<file path="src/rtl/mem_pkg.sv">
// Shared types and widths for the cache-to-RAM line arbiter.
package mem_pkg;

    localparam int unsigned ADDR_W = 26;
    localparam int unsigned LINE_W = 128;

    typedef logic [LINE_W-1:0] line_t;

    typedef enum logic [1:0] {
        IDLE,
        WAIT,
        RESP
    } arb_state_t;

    typedef enum logic {
        OWN_IC,
        OWN_DC
    } owner_t;

endpackage

</file>
<file path="src/rtl/mem_arbiter_rr_arbiter2.sv">
// Two-way round-robin grant between icache and dcache; a tie goes to the side not granted last.
module rr_arbiter2
    import mem_pkg::*;
(
    input  logic   ic_req,
    input  logic   dc_req,
    input  owner_t last_grant,
    output logic   grant_valid_c,
    output owner_t grant_c
);

    // Pick the winner from the current requests and the previous grant.
    always_comb begin
        grant_valid_c = ic_req || dc_req;
        grant_c       = OWN_IC;
        if (ic_req && dc_req) begin
            grant_c = (last_grant == OWN_IC) ? OWN_DC : OWN_IC;
        end else if (dc_req) begin
            grant_c = OWN_DC;
        end
    end

endmodule

</file>
<file path="src/rtl/mem_arbiter.sv">
// Serialises icache/dcache line accesses onto a single-port RAM with a fixed latency.
module mem_arbiter
    import mem_pkg::*;
#(
    parameter int unsigned MEM_LATENCY = 5
) (
    input  logic              clk,
    input  logic              reset,
    input  logic              ic_req,
    input  logic [ADDR_W-1:0] ic_addr,
    output logic              ic_ready,
    output logic              ic_valid,
    output logic [LINE_W-1:0] ic_data,
    input  logic              dc_req,
    input  logic              dc_we,
    input  logic [ADDR_W-1:0] dc_addr,
    input  logic [LINE_W-1:0] dc_wdata,
    output logic              dc_ready,
    output logic              dc_valid,
    output logic [LINE_W-1:0] dc_data,
    output logic [ADDR_W-1:0] mem_addr,
    output logic [LINE_W-1:0] mem_wdata,
    output logic              mem_we,
    input  logic [LINE_W-1:0] mem_rdata
);

    localparam int unsigned CNT_W = (MEM_LATENCY > 1) ? $clog2(MEM_LATENCY) : 1;

    arb_state_t        state;
    owner_t            owner;
    owner_t            last_grant;
    logic              owner_we;
    logic [CNT_W-1:0]  cnt;

    logic              grant_valid_c;
    owner_t            grant_c;
    logic              accept_c;
    logic              acc_we_c;
    logic [ADDR_W-1:0] acc_addr_c;
    logic [ADDR_W-1:0] acc_line_addr_c;

    rr_arbiter2 u_rr_arbiter2 (
        .ic_req        (ic_req),
        .dc_req        (dc_req),
        .last_grant    (last_grant),
        .grant_valid_c (grant_valid_c),
        .grant_c       (grant_c)
    );

    // Ready only in IDLE, only for the arbitration winner, and never while reset is held.
    assign ic_ready = reset && (state == IDLE) && grant_valid_c && (grant_c == OWN_IC);
    assign dc_ready = reset && (state == IDLE) && grant_valid_c && (grant_c == OWN_DC);
    assign accept_c = ic_ready || dc_ready;

    // Payload of the winning request; the address is aligned down to its line.
    assign acc_addr_c      = (grant_c == OWN_IC) ? ic_addr : dc_addr;
    assign acc_line_addr_c = acc_addr_c & ~ADDR_W'(3);
    assign acc_we_c        = (grant_c == OWN_DC) && dc_we;

    // Access sequencer: accept in IDLE, count out the RAM latency in WAIT, pulse valid in RESP.
    always_ff @(posedge clk) begin
        if (!reset) begin
            state      <= IDLE;
            owner      <= OWN_IC;
            last_grant <= OWN_IC;
            owner_we   <= 1'b0;
            cnt        <= '0;
            ic_valid   <= 1'b0;
            ic_data    <= '0;
            dc_valid   <= 1'b0;
            dc_data    <= '0;
            mem_addr   <= '0;
            mem_wdata  <= '0;
            mem_we     <= 1'b0;
        end else begin
            case (state)
                IDLE: begin
                    if (accept_c) begin
                        state    <= WAIT;
                        owner    <= grant_c;
                        owner_we <= acc_we_c;
                        mem_addr <= acc_line_addr_c;
                        if (grant_c == OWN_DC) begin
                            mem_wdata <= dc_wdata;
                        end
                        cnt    <= CNT_W'(MEM_LATENCY - 1);
                        mem_we <= acc_we_c && (MEM_LATENCY == 1);
                    end
                end
                WAIT: begin
                    if (cnt == '0) begin
                        state  <= RESP;
                        mem_we <= 1'b0;
                        if (owner == OWN_IC) begin
                            ic_valid <= 1'b1;
                            ic_data  <= mem_rdata;
                        end else begin
                            dc_valid <= 1'b1;
                            dc_data  <= owner_we ? '0 : mem_rdata;
                        end
                    end else begin
                        cnt    <= cnt - CNT_W'(1);
                        mem_we <= owner_we && (cnt == CNT_W'(1));
                    end
                end
                RESP: begin
                    ic_valid   <= 1'b0;
                    dc_valid   <= 1'b0;
                    last_grant <= owner;
                    state      <= IDLE;
                end
                default: begin
                    state <= IDLE;
                end
            endcase
        end
    end

endmodule
</file>
<file path="config.mk">
export PLATFORM = sky130hd
export DESIGN_NAME = mem_arbiter
export DESIGN_NICKNAME = d
export VERILOG_FILES = /design/src/rtl/mem_pkg.sv /design/src/rtl/mem_arbiter_rr_arbiter2.sv /design/src/rtl/mem_arbiter.sv
export SDC_FILE = /design/constraint.sdc
export NUM_CORES = 1
export LEC_CHECK = 0
export BUFFER_PORTS_ARGS = -buffer_cell sky130_fd_sc_hd__buf_2
export CAP_MARGIN = 25
export CORE_AREA = 2 2 287 289
export DETAILED_ROUTE_END_ITERATION = 10
export DIE_AREA = 0 0 289 291
export PLACE_DENSITY_LB_ADDON = 0.25
export SLEW_MARGIN = 20
export SYNTH_ARGS = -nofsm -noshare
export SYNTH_HDL_FRONTEND = slang
export SYNTH_HIERARCHICAL = 1
export SYNTH_SLANG_ARGS = --single-unit
</file>
<file path="constraint.sdc">
create_clock -name clk -period 2.48 [get_ports clk]
set_clock_uncertainty 0.05 [all_clocks]
set_input_delay 0.372 -clock clk [delete_from_list [all_inputs] [get_ports clk]]
set_output_delay 0.372 -clock clk [all_outputs]
set_load 0.03 [all_outputs]
</file>
==> impl_metrics.csv, run 1 <==
group,metric,value,unit
grt,grt_max_degree,143,
synthesis,async_reset_ff_frac,0,
grt,grt-ovfl-total,0,
synthesis,synth.area.top_cells,"dfxtp_1 49%, mux2i_1 16%, nand2_1 12%",
detailed_routing,drt-pass1-iter-count,5,
power_and_ir_drop,combPwrFrac,0.164,
die,die_x,289,um
power_and_ir_drop,power.switching,4.990,mW
clocking,cts.repair.resized,0,
worst_setup_path,rr_worst_depth,7,
final_layout,n_fill_cell,8607,
worst_hold_path,hold_depth,3,
worst_setup_path,timing.rr.start,"cnt[0]$_SDFFE_PN0P_",
detailed_routing,drt_wl_total,62120,um
die,coreArea,0.08119,sq mm
detailed_routing,highest_layer,"met4",
power_and_ir_drop,switching_share,0.2784,
die,rows,105,
synthesis,synth-seq-area-share,0.4887,
synthesis,synth_edf_count,0,
die,io_pins,728,
placement,placed_cells,3526,
job,maxCapViolCount,0,
placement,io_buffers,721,
final_layout,nNetsFinal,3075,
placement,dpl.hpwl,43380,um
final_layout,drive_above_1_share,0.3045,
detailed_routing,viasPerCell,4.140,
synthesis,synth_top_area_cell,"dfxtp_1",
power_and_ir_drop,internal_power,12.94,mW
grt,grt_first_pass_wirelength,93760,um
power_and_ir_drop,p_leak,11.41,nW
sta,fin_setup_tns,0,ps
sta,finalCritPeriodShare,0.9181,
sta,hold_violations,0,
detailed_routing,routedWlPerCell,16.04,um
sta,fin_ws,203.1,ps
clocking,cts_buffer_depth,3,
sta,slew_viol_final,0,
clocking,insertion_delay,570,ps
detailed_routing,antenna_left,0,
sta,worst_pin_slew,625.1,ps
worst_setup_path,cp_max_fo,6,
final_layout,synthToLayoutAreaGrowth,50.81,%
worst_setup_path,start_kind,"flop",
detailed_routing,route.met3.wl,5148,um
synthesis,synthCells,1860,
grt,antenna_found_initial,3,
clocking,clk_pin_slew,60,ps
power_and_ir_drop,power_frac_seq,0.406,
final_layout,fin_util,0.3188,
detailed_routing,vias,16030,
worst_hold_path,min-delay-start,"dc_wdata[111]",
detailed_routing,drt-met1-wl,25450,um
worst_hold_path,hold_end,"mem_wdata[111]$_SDFFE_PN0P_",
synthesis,synth_flop_cell,"dfxtp_1",
worst_setup_path,cp-end-kind,"output pin",
die,start_util,0.2114,
detailed_routing,drcViolationCount,0,
synthesis,synth.avg_cell_area,9.227,sq um
synthesis,syn_area,0.01716,sq mm
sta,rsz0062_at_grt,"false",
synthesis,synth_top_area_frac,0.4887,
final_layout,mostFrequentLayoutCell,"buf_2",
sta,setup_viol,0,
clocking,cts_root_buf,"clkbuf_16",
die,die-height,291,um
grt,grt_pass1_vias,16130,
sta,fmax,439.2,MHz
detailed_routing,first_iter_violations,614,
placement,gp_congestion,0.7714,
power_and_ir_drop,power.share.clock,0.431,
worst_setup_path,cp_data_arrival_time,1850,ps
grt,grt_util_all_layers,0.1400,
clocking,h-tree-depth,2,
power_and_ir_drop,irDropWorstVdd,0.3960,mV
worst_setup_path,r2r-end,"ic_data[121]$_SDFFE_PN0P_",
final_layout,final_cell_mix,"720 x buf_2, 540 x nand2_1, 418 x dfxtp_1",
worst_setup_path,critPathKind,"flop to output pin",
sta,fin_crit,2277,ps
detailed_routing,routed-wl-met2,29750,um
clocking,tritoncts,"built",
power_and_ir_drop,p_per_area,692.6,mW/mm^2
synthesis,synth_cell_types,36,
synthesis,synth_warnings,6,
placement,dp_slack,442.0,ps
worst_hold_path,worstHoldPathType,"input pin to flop",
status,outcome,"complete, no violations",
worst_setup_path,cp.required,2060,ps
worst_setup_path,r2r_slack,450,ps
synthesis,yosys_register_bits,419,
final_layout,final_cells,3873,
sta,maxSlewHeadroom,0.5833,
clocking,numCtsBuffers,50,
die,die_area,0.08410,sq mm
clocking,clock-sinks,419,
-- cell type report --
cell class                      instances  area (sq um)  share of cell area
Sequential cell                       419          8392              0.3242
Multi-Input combinational cell       1269          7659              0.2959
Timing Repair Buffer                 1016          6734              0.2602
Clock buffer                           83          1609             0.06216
Tap cell                             1070          1339             0.05172
Clock inverter                         11         135.1            0.005221
Inverter                                3         11.26           0.0004351
Antenna cell                            2         5.005           0.0001934
-- registers in the layout, summed over array words and instances, names as in the netlist --
| register | flops |
|---|---|
| dc_data | 128 |
| ic_data | 128 |
| mem_wdata | 128 |
| mem_addr | 24 |
| cnt | 3 |
| state | 2 |
| dc_valid | 1 |
| ic_valid | 1 |
| last_grant | 1 |
| mem_we | 1 |
| owner | 1 |
| owner_we | 1 |
-- cells by family (layout without fill, tap and decap cells) --
family                     after synthesis  count (layout)  share of synthesized area
and+or+nand+nor                        820             820                     0.2221
DFF                                    419             419                     0.4887
muxes                                  282             282                     0.1645
buffers and inverters                  173            1113                    0.06685
AOI/OAI and AO/OA                      162             162                    0.05541
adders and majority gates                3               3                   0.002187
other                                    1               4                  0.0002185
-- repair_timing --
action / CTS / global route
hold buffers: 250 / 0
endpoints found under the setup margin: 0 / 1
setup buffers: 0 / 1
endpoints found under the hold margin: 349 / 0
-- critical path, stage by stage (launching register included) --
cell and delay (ps):
dfxtp_1 360, nor4bb_4 420, and2_4 260, buf_2 240
-- how the worst max path moves through the flow --
stage / cells past startpoint / start / endpoint / slack (ps)
finish: 3 / state[0]$_SDFFE_PN0P_ / dc_ready / 200
global route: 3 / state[0]$_SDFFE_PN0P_ / dc_ready / 70
detailed placement: 6 / ic_req / mem_wdata[53]$_SDFFE_PN0P_ / 440
floorplan: 5 / dc_req / ic_ready / 530
global placement: 7 / cnt[0]$_SDFFE_PN0P_ / ic_data[121]$_SDFFE_PN0P_ / 430
CTS: 3 / state[1]$_SDFFE_PN0P_ / dc_ready / 20
-- Yosys cell counts (2+ instances only) --
master,count
clkbuf_2,3
o21ai_1,10
nor2b_1,6
clkbuf_1,101
nand2_1,540
mux2i_1,282
a21oi_1,2
ha_1,3
nand3b_1,129
o21ai_0,119
buf_12,26
nand2b_1,3
nand3_1,131
nor4bb_1,2
o211a_1,24
a22oi_1,2
buf_2,30
nor3_4,2
buf_1,3
buf_4,5
inv_1,3
buf_6,2
dfxtp_1,419
-- power groups by stage --
stage	clock (mW)	sequential (mW)	combinational (mW)
6_report	7.72	7.27	2.93
5_1_grt	8.30	7.31	3.16
4_1_cts	8.02	7.27	2.97
3_5_place_dp	0	7.41	2.65
3_3_place_gp	0	7.41	2.64
2_1_floorplan	0	8.05	1.04
-- routing by layer --
layer  vias up  track usage
met5         -            0
met1      7359       0.1633
met4         0      0.04564
met2       535       0.2419
met3        87      0.04295
li1       8052            -
-- through the flow --
| step | instance area, sq um | hold slack, ps | power, mW |
|---|---|---|---|
| 3_5_place_dp | 21620 | 386.0 | 10.06 |
| 3_3_place_gp | 21620 | 385.2 | 10.05 |
| 4_1_cts | 25870 | 2.793 | 18.26 |
| 2_1_floorplan | 17170 | 388.1 | 9.092 |
| 6_report | 25880 | 63.59 | 17.93 |
| 5_1_grt | 25880 | 28.37 | 18.77 |
(Power assumes the default switching activity.)
==> run 2: changes to the inputs <==
Settings changed: CTS_BUF_LIST set to sky130_fd_sc_hd__clkbuf_4 sky130_fd_sc_hd__clkbuf_8, SYNTH_HIERARCHICAL 1 to unset.
Clock period 2.48 ns to 2.9 ns, I/O delays scaled along.
==> run 2 against run 1 <==
Sequential cell count did not move. Die area did not move. Critical path type unchanged. Register-to-register slack improved by 60 ps. Critical endpoint unchanged. Sequential power fell by 15%.
==> impl_metrics.csv, run 2 <==
group,metric,value,unit
status,outcome,"complete, no violations",
placement,dpl.hpwl,48680,um
synthesis,synth_top_area_frac,0.5081,
clocking,tritoncts,"built",
synthesis,synth_warnings,0,
final_layout,nNetsFinal,3201,
sta,fin_crit,2626,ps
grt,grt-ovfl-total,0,
worst_setup_path,rr_worst_depth,6,
worst_setup_path,cp_max_fo,25,
worst_hold_path,hold_depth,3,
synthesis,synthCells,1957,
clocking,h-tree-depth,3,
synthesis,synth_common_cells,"419 x dfxtp_1, 407 x a21oi_1, 386 x o21ai_0, 256 x nand3_1, 169 x clkbuf_1",
synthesis,synth_flop_cell,"dfxtp_1",
die,die_area,0.08410,sq mm
synthesis,synth.area.top_cells,"dfxtp_1 51%, a21oi_1 12%, o21ai_0 12%",
power_and_ir_drop,p_leak,10.74,nW
sta,hold_violations,0,
synthesis,synth_edf_count,0,
clocking,insertion_delay,660,ps
sta,finalCritPeriodShare,0.9054,
sta,fmax,380.9,MHz
synthesis,synth.avg_cell_area,8.435,sq um
sta,worst_pin_slew,780.7,ps
grt,grt_first_pass_wirelength,111900,um
final_layout,synthToLayoutAreaGrowth,56.88,%
detailed_routing,antenna_left,0,
grt,grt_util_all_layers,0.1662,
final_layout,drive_above_1_share,0.3199,
sta,maxSlewHeadroom,0.4796,
die,rows,105,
worst_setup_path,cp.required,2410,ps
worst_setup_path,critPathKind,"flop to output pin",
synthesis,synth-seq-area-share,0.5081,
final_layout,mostFrequentLayoutCell,"buf_2",
final_layout,final_cell_mix,"721 x buf_2, 417 x dfxtp_1, 407 x a21oi_1",
synthesis,yosys_register_bits,419,
detailed_routing,routedWlPerCell,18.30,um
power_and_ir_drop,p_per_area,587.2,mW/mm^2
worst_setup_path,cp_data_arrival_time,2140,ps
die,die-height,291,um
clocking,cts.repair.resized,0,
worst_hold_path,hold_end,"mem_addr[9]$_SDFFE_PN0P_",
detailed_routing,drt-pass1-iter-count,5,
synthesis,syn_area,0.01651,sq mm
synthesis,synth_most_common_cell,"dfxtp_1",
sta,fin_setup_tns,0,ps
synthesis,synth_top_area_cell,"dfxtp_1",
clocking,numCtsBuffers,82,
detailed_routing,vias,18830,
worst_setup_path,timing.rr.start,"state[0]$_SDFFE_PN0P_",
worst_hold_path,min-delay-start,"dc_addr[9]",
detailed_routing,drt_wl_total,73500,um
final_layout,fin_util,0.3190,
grt,grt_pass1_vias,18930,
detailed_routing,drcViolationCount,0,
detailed_routing,first_iter_violations,1064,
worst_setup_path,r2r-end,"mem_addr[5]$_SDFFE_PN0P_",
sta,rsz0062_at_grt,"false",
worst_setup_path,r2r_slack,510,ps
synthesis,async_reset_ff_frac,0,
clocking,cts_hold_buf,302,
power_and_ir_drop,irDropWorstVdd,0.3887,mV
grt,antenna_found_initial,4,
clocking,clk_pin_slew,60,ps
clocking,postCtsSetupBuffers,0,
worst_setup_path,cp-end-kind,"output pin",
detailed_routing,viasPerCell,4.688,
synthesis,synth_cell_types,41,
die,io_pins,728,
worst_setup_path,start_kind,"flop",
sta,slew_viol_final,0,
worst_hold_path,worstHoldPathType,"input pin to flop",
die,coreArea,0.08119,sq mm
placement,gp_congestion,0.8146,
job,maxCapViolCount,0,
placement,io_buffers,721,
die,start_util,0.2033,
die,die_x,289,um
final_layout,reg_top3,"dc_data (128), ic_data (128), mem_wdata (128)",
sta,setup_viol,0,
power_and_ir_drop,total_power,15.21,mW
grt,grt_max_degree,99,
clocking,cts_buffer_depth,3,
clocking,cts_root_buf,"clkbuf_8",
clocking,clock-sinks,419,
run 2: cell count changes in the layout (fill, tap and decap cells not counted), moves of 76 or more:
cell	change
nand3_1	+125
o21ai_0	+267
mux2i_1	-275
nand4b_1	+128
nand2_1	-496
nand3b_1	-129
clkbuf_8	+76
a21oi_1	+405
run 2: logic make-up after synthesis:
group | count (synthesis) | share of synthesized area
buffers and inverters | 249 | 0.06269
adders and majority gates | 3 | 0.002274
muxes | 7 | 0.004245
DFF | 419 | 0.5081
and+or+nand+nor | 454 | 0.1661
other | 1 | 0.0002272
AOI/OAI and AO/OA | 824 | 0.2563
run 2: cell type report:
class | instances | area [sq um]
Fill cell | 8721 | 55290
Sequential cell | 419 | 8396
Timing Repair Buffer | 1087 | 7262
Multi-Input combinational cell | 1290 | 7134
Clock buffer | 127 | 1535
Tap cell | 1070 | 1339
Clock inverter | 17 | 193.9
Inverter | 5 | 31.28
Antenna cell | 2 | 5.005
run 2: per-stage QoR:
stage	instance area, sq um	hold WS [ps]	setup slack, ps	std cells
6_report	25900	97.60	274.3	4017
5_1_grt	25900	18.79	109.0	4017
2_1_floorplan	16510	403.0	798.8	1958
3_5_place_dp	21140	402.3	552.4	3569
3_3_place_gp	21140	395.1	593.3	3569
4_1_cts	25890	5.863	152.1	4015
run 2: power by group:
| group | switching (mW) | internal, mW | total (mW) |
|---|---|---|---|
| Combinational | 1.73 | 0.963 | 2.69 |
| Sequential | 0.141 | 6.01 | 6.15 |
| Clock | 2.78 | 3.58 | 6.37 |
| Total | 4.65 | 10.6 | 15.2 |
run 2: worst max-delay path by stage:
stage | cells after the start | slack, ps | start | to
2_1_floorplan | 5 | 800 | reset | dc_ready
3_3_place_gp | 4 | 590 | reset | dc_ready
3_5_place_dp | 4 | 550 | reset | dc_ready
4_1_cts | 3 | 150 | state[1]$_SDFFE_PN0P_ | dc_ready
5_1_grt | 3 | 110 | state[1]$_SDFFE_PN0P_ | dc_ready
6_report | 3 | 270 | state[0]$_SDFFE_PN0P_ | dc_ready
run 2: critical path, stage by stage (launching register included):
cell	delay, ps
dfxtp_1	410
or3b_4	590
nor2_1	240
buf_2	240
run 2: routing by layer:
metal / vias to the layer above / global-route usage / share of wire
li1: 8992 / - / -
met4: 2 / 0.07053 / 0.039
met2: 720 / 0.2831 / 0.48
met5: - / 0 / 0.00015
met1: 8967 / 0.1961 / 0.41
met3: 152 / 0.04287 / 0.070
==> run 3: changes to the inputs <==
Settings changed: RECOVER_POWER set to 50.
==> run 3 against run 2 <==
Power decreased by 0.40%. Cell count unchanged. Hold slack gained 3.4 ps. Maximum frequency is 0.22% higher. Sequential power about the same. Count of clock-buffer cells in the layout unchanged. Clock power hardly changed. Critical path type unchanged. Setup slack better by 5.8 ps. Die area stayed put. Design area shrank 2.0%. Combinational power is 3% lower. Register-to-register slack is essentially flat.
==> impl_metrics.csv, run 3 (synthesis gave the netlist of run 2 again) <==
group,metric,value,unit
final_layout,n_fill_cell,8917,
clocking,clk_pin_slew,60,ps
worst_setup_path,path_cells,"or3b_4 -> nor2_1 -> buf_2",
clocking,insertion_delay,660,ps
clocking,cts.repair.resized,0,
final_layout,synthToLayoutAreaGrowth,53.76,%
die,rows,105,
detailed_routing,drt-pass1-iter-count,5,
sta,setup_viol,0,
die,die_x,289,um
sta,fmax,381.7,MHz
die,die_area,0.08410,sq mm
final_layout,multi_input_area,0.007134,sq mm
grt,grt_pass1_vias,18930,
detailed_routing,drcViolationCount,0,
sta,worst_pin_slew,1363,ps
clocking,cts_buffer_depth,3,
power_and_ir_drop,p_leak,9.005,nW
clocking,tritoncts,"built",
sta,slew_viol_final,0,
final_layout,reg_top3,"dc_data (128), ic_data (128), mem_wdata (128)",
detailed_routing,first_iter_violations,992,
sta,hold_violations,0,
sta,fin_ws,280.1,ps
power_and_ir_drop,p_per_area,596.7,mW/mm^2
placement,post_dp_cell_area,0.02114,sq mm
grt,grt-ovfl-total,0,
worst_setup_path,slowest_stage,"or3b_4",
worst_hold_path,worstHoldPathType,"input pin to flop",
sta,rsz0062_at_grt,"false",
final_layout,nNetsFinal,3201,
clocking,h-tree-depth,3,
worst_hold_path,hold_depth,3,
worst_hold_path,min-delay-start,"dc_addr[9]",
worst_setup_path,cp-end-kind,"output pin",
die,start_util,0.2033,
clocking,cts_root_buf,"clkbuf_8",
sta,maxSlewHeadroom,0.09129,
final_layout,drive_above_1_share,0.1817,
worst_setup_path,cp_data_arrival_time,2130,ps
placement,io_buffers,721,
final_layout,seq_area,0.008393,sq mm
clocking,postCtsSetupBuffers,0,
grt,grt_first_pass_wirelength,111900,um
die,io_pins,728,
placement,gp_congestion,0.8146,
worst_setup_path,timing.rr.start,"state[0]$_SDFFE_PN0P_",
worst_setup_path,cp_max_fo,25,
clocking,numCtsBuffers,82,
worst_setup_path,start_kind,"flop",
die,die-height,291,um
worst_setup_path,r2r_slack,500,ps
final_layout,final_cell_mix,"417 x dfxtp_1, 407 x a21oi_1, 407 x clkbuf_1",
grt,grt_max_degree,99,
worst_setup_path,critPathKind,"flop to output pin",
status,outcome,"complete, no violations",
worst_setup_path,max_stage_delay,590,ps
sta,finalCritPeriodShare,0.9034,
detailed_routing,antenna_left,0,
detailed_routing,vias,18820,
placement,dp_slack,552.4,ps
clocking,clock-sinks,419,
final_layout,postLayoutCellArea,0.02538,sq mm
worst_setup_path,cp.required,2410,ps
power_and_ir_drop,irDropWorstVdd,0.3825,mV
final_layout,mostFrequentLayoutCell,"dfxtp_1",
die,coreArea,0.08119,sq mm
sta,fin_setup_tns,0,ps
clocking,cts_hold_buf,302,
worst_setup_path,rr_worst_depth,6,
sta,fin_crit,2620,ps
detailed_routing,drt_wl_total,73680,um
placement,dpl.hpwl,48680,um
detailed_routing,viasPerCell,4.685,
grt,antenna_found_initial,4,
sta,hold_ws,101.0,ps
worst_setup_path,r2r-end,"mem_addr[5]$_SDFFE_PN0P_",
final_layout,fin_util,0.3126,
detailed_routing,routedWlPerCell,18.34,um
job,maxCapViolCount,0,
worst_hold_path,hold_end,"mem_addr[9]$_SDFFE_PN0P_",
grt,grt_util_all_layers,0.1662,
==> run 3: cell count changes in the layout (fill, tap and decap cells not counted), sizes merged <==
cell | previous run | this run
buf | 785 | 378
clkbuf | 127 | 534
clkinvlp | 2 | 3
inv | 11 | 10
==> run 3: through the flow <==
step                      cells  power, mW
after detailed placement   3569      8.613
final                      4017      15.14
after CTS                  4015      15.46
after global placement     3569      8.619
after global routing       4017      15.87
after floorplan            1958      7.654
==> run 3: layer usage <==
metal	share of wire	vias to the layer above	track usage	routed length (um)
li1	-	8992	-	-
met1	0.41	8964	0.1961	29890
met2	0.49	702	0.2831	35770
met3	0.068	158	0.04287	5046
met4	0.040	2	0.07053	2954
met5	0.00015	-	0	11
==> run 3: critical path, delay by kind of cell, from the launching register on <==
family / cells / cell delay, ps
DFF: 1 / 410
buffers and inverters: 1 / 240
and+or+nand+nor: 2 / 830
==> run 3: worst max path at each step <==
stage | from | endpoint | cells past startpoint
after floorplan | reset | dc_ready | 5
after global placement | reset | dc_ready | 4
after detailed placement | reset | dc_ready | 4
after CTS | state[1]$_SDFFE_PN0P_ | dc_ready | 3
after global routing | state[1]$_SDFFE_PN0P_ | dc_ready | 3
final | state[0]$_SDFFE_PN0P_ | dc_ready | 3
==> run 3: area by class of cell <==
class,count,area share
sequential,419,0.3307
tap,1070,0.05275
antenna,2,0.0001972
inverter,5,0.001183
timing repair buffer,1087,0.2660
multi-input combinational,1290,0.2811
clock buffer,127,0.06049
clock inverter,17,0.007641
==> run 3: where the power goes <==
part	internal, mW	switching (mW)	total, mW
combinational	0.895	1.72	2.62
sequential	6.01	0.147	6.16
clock	3.58	2.79	6.37
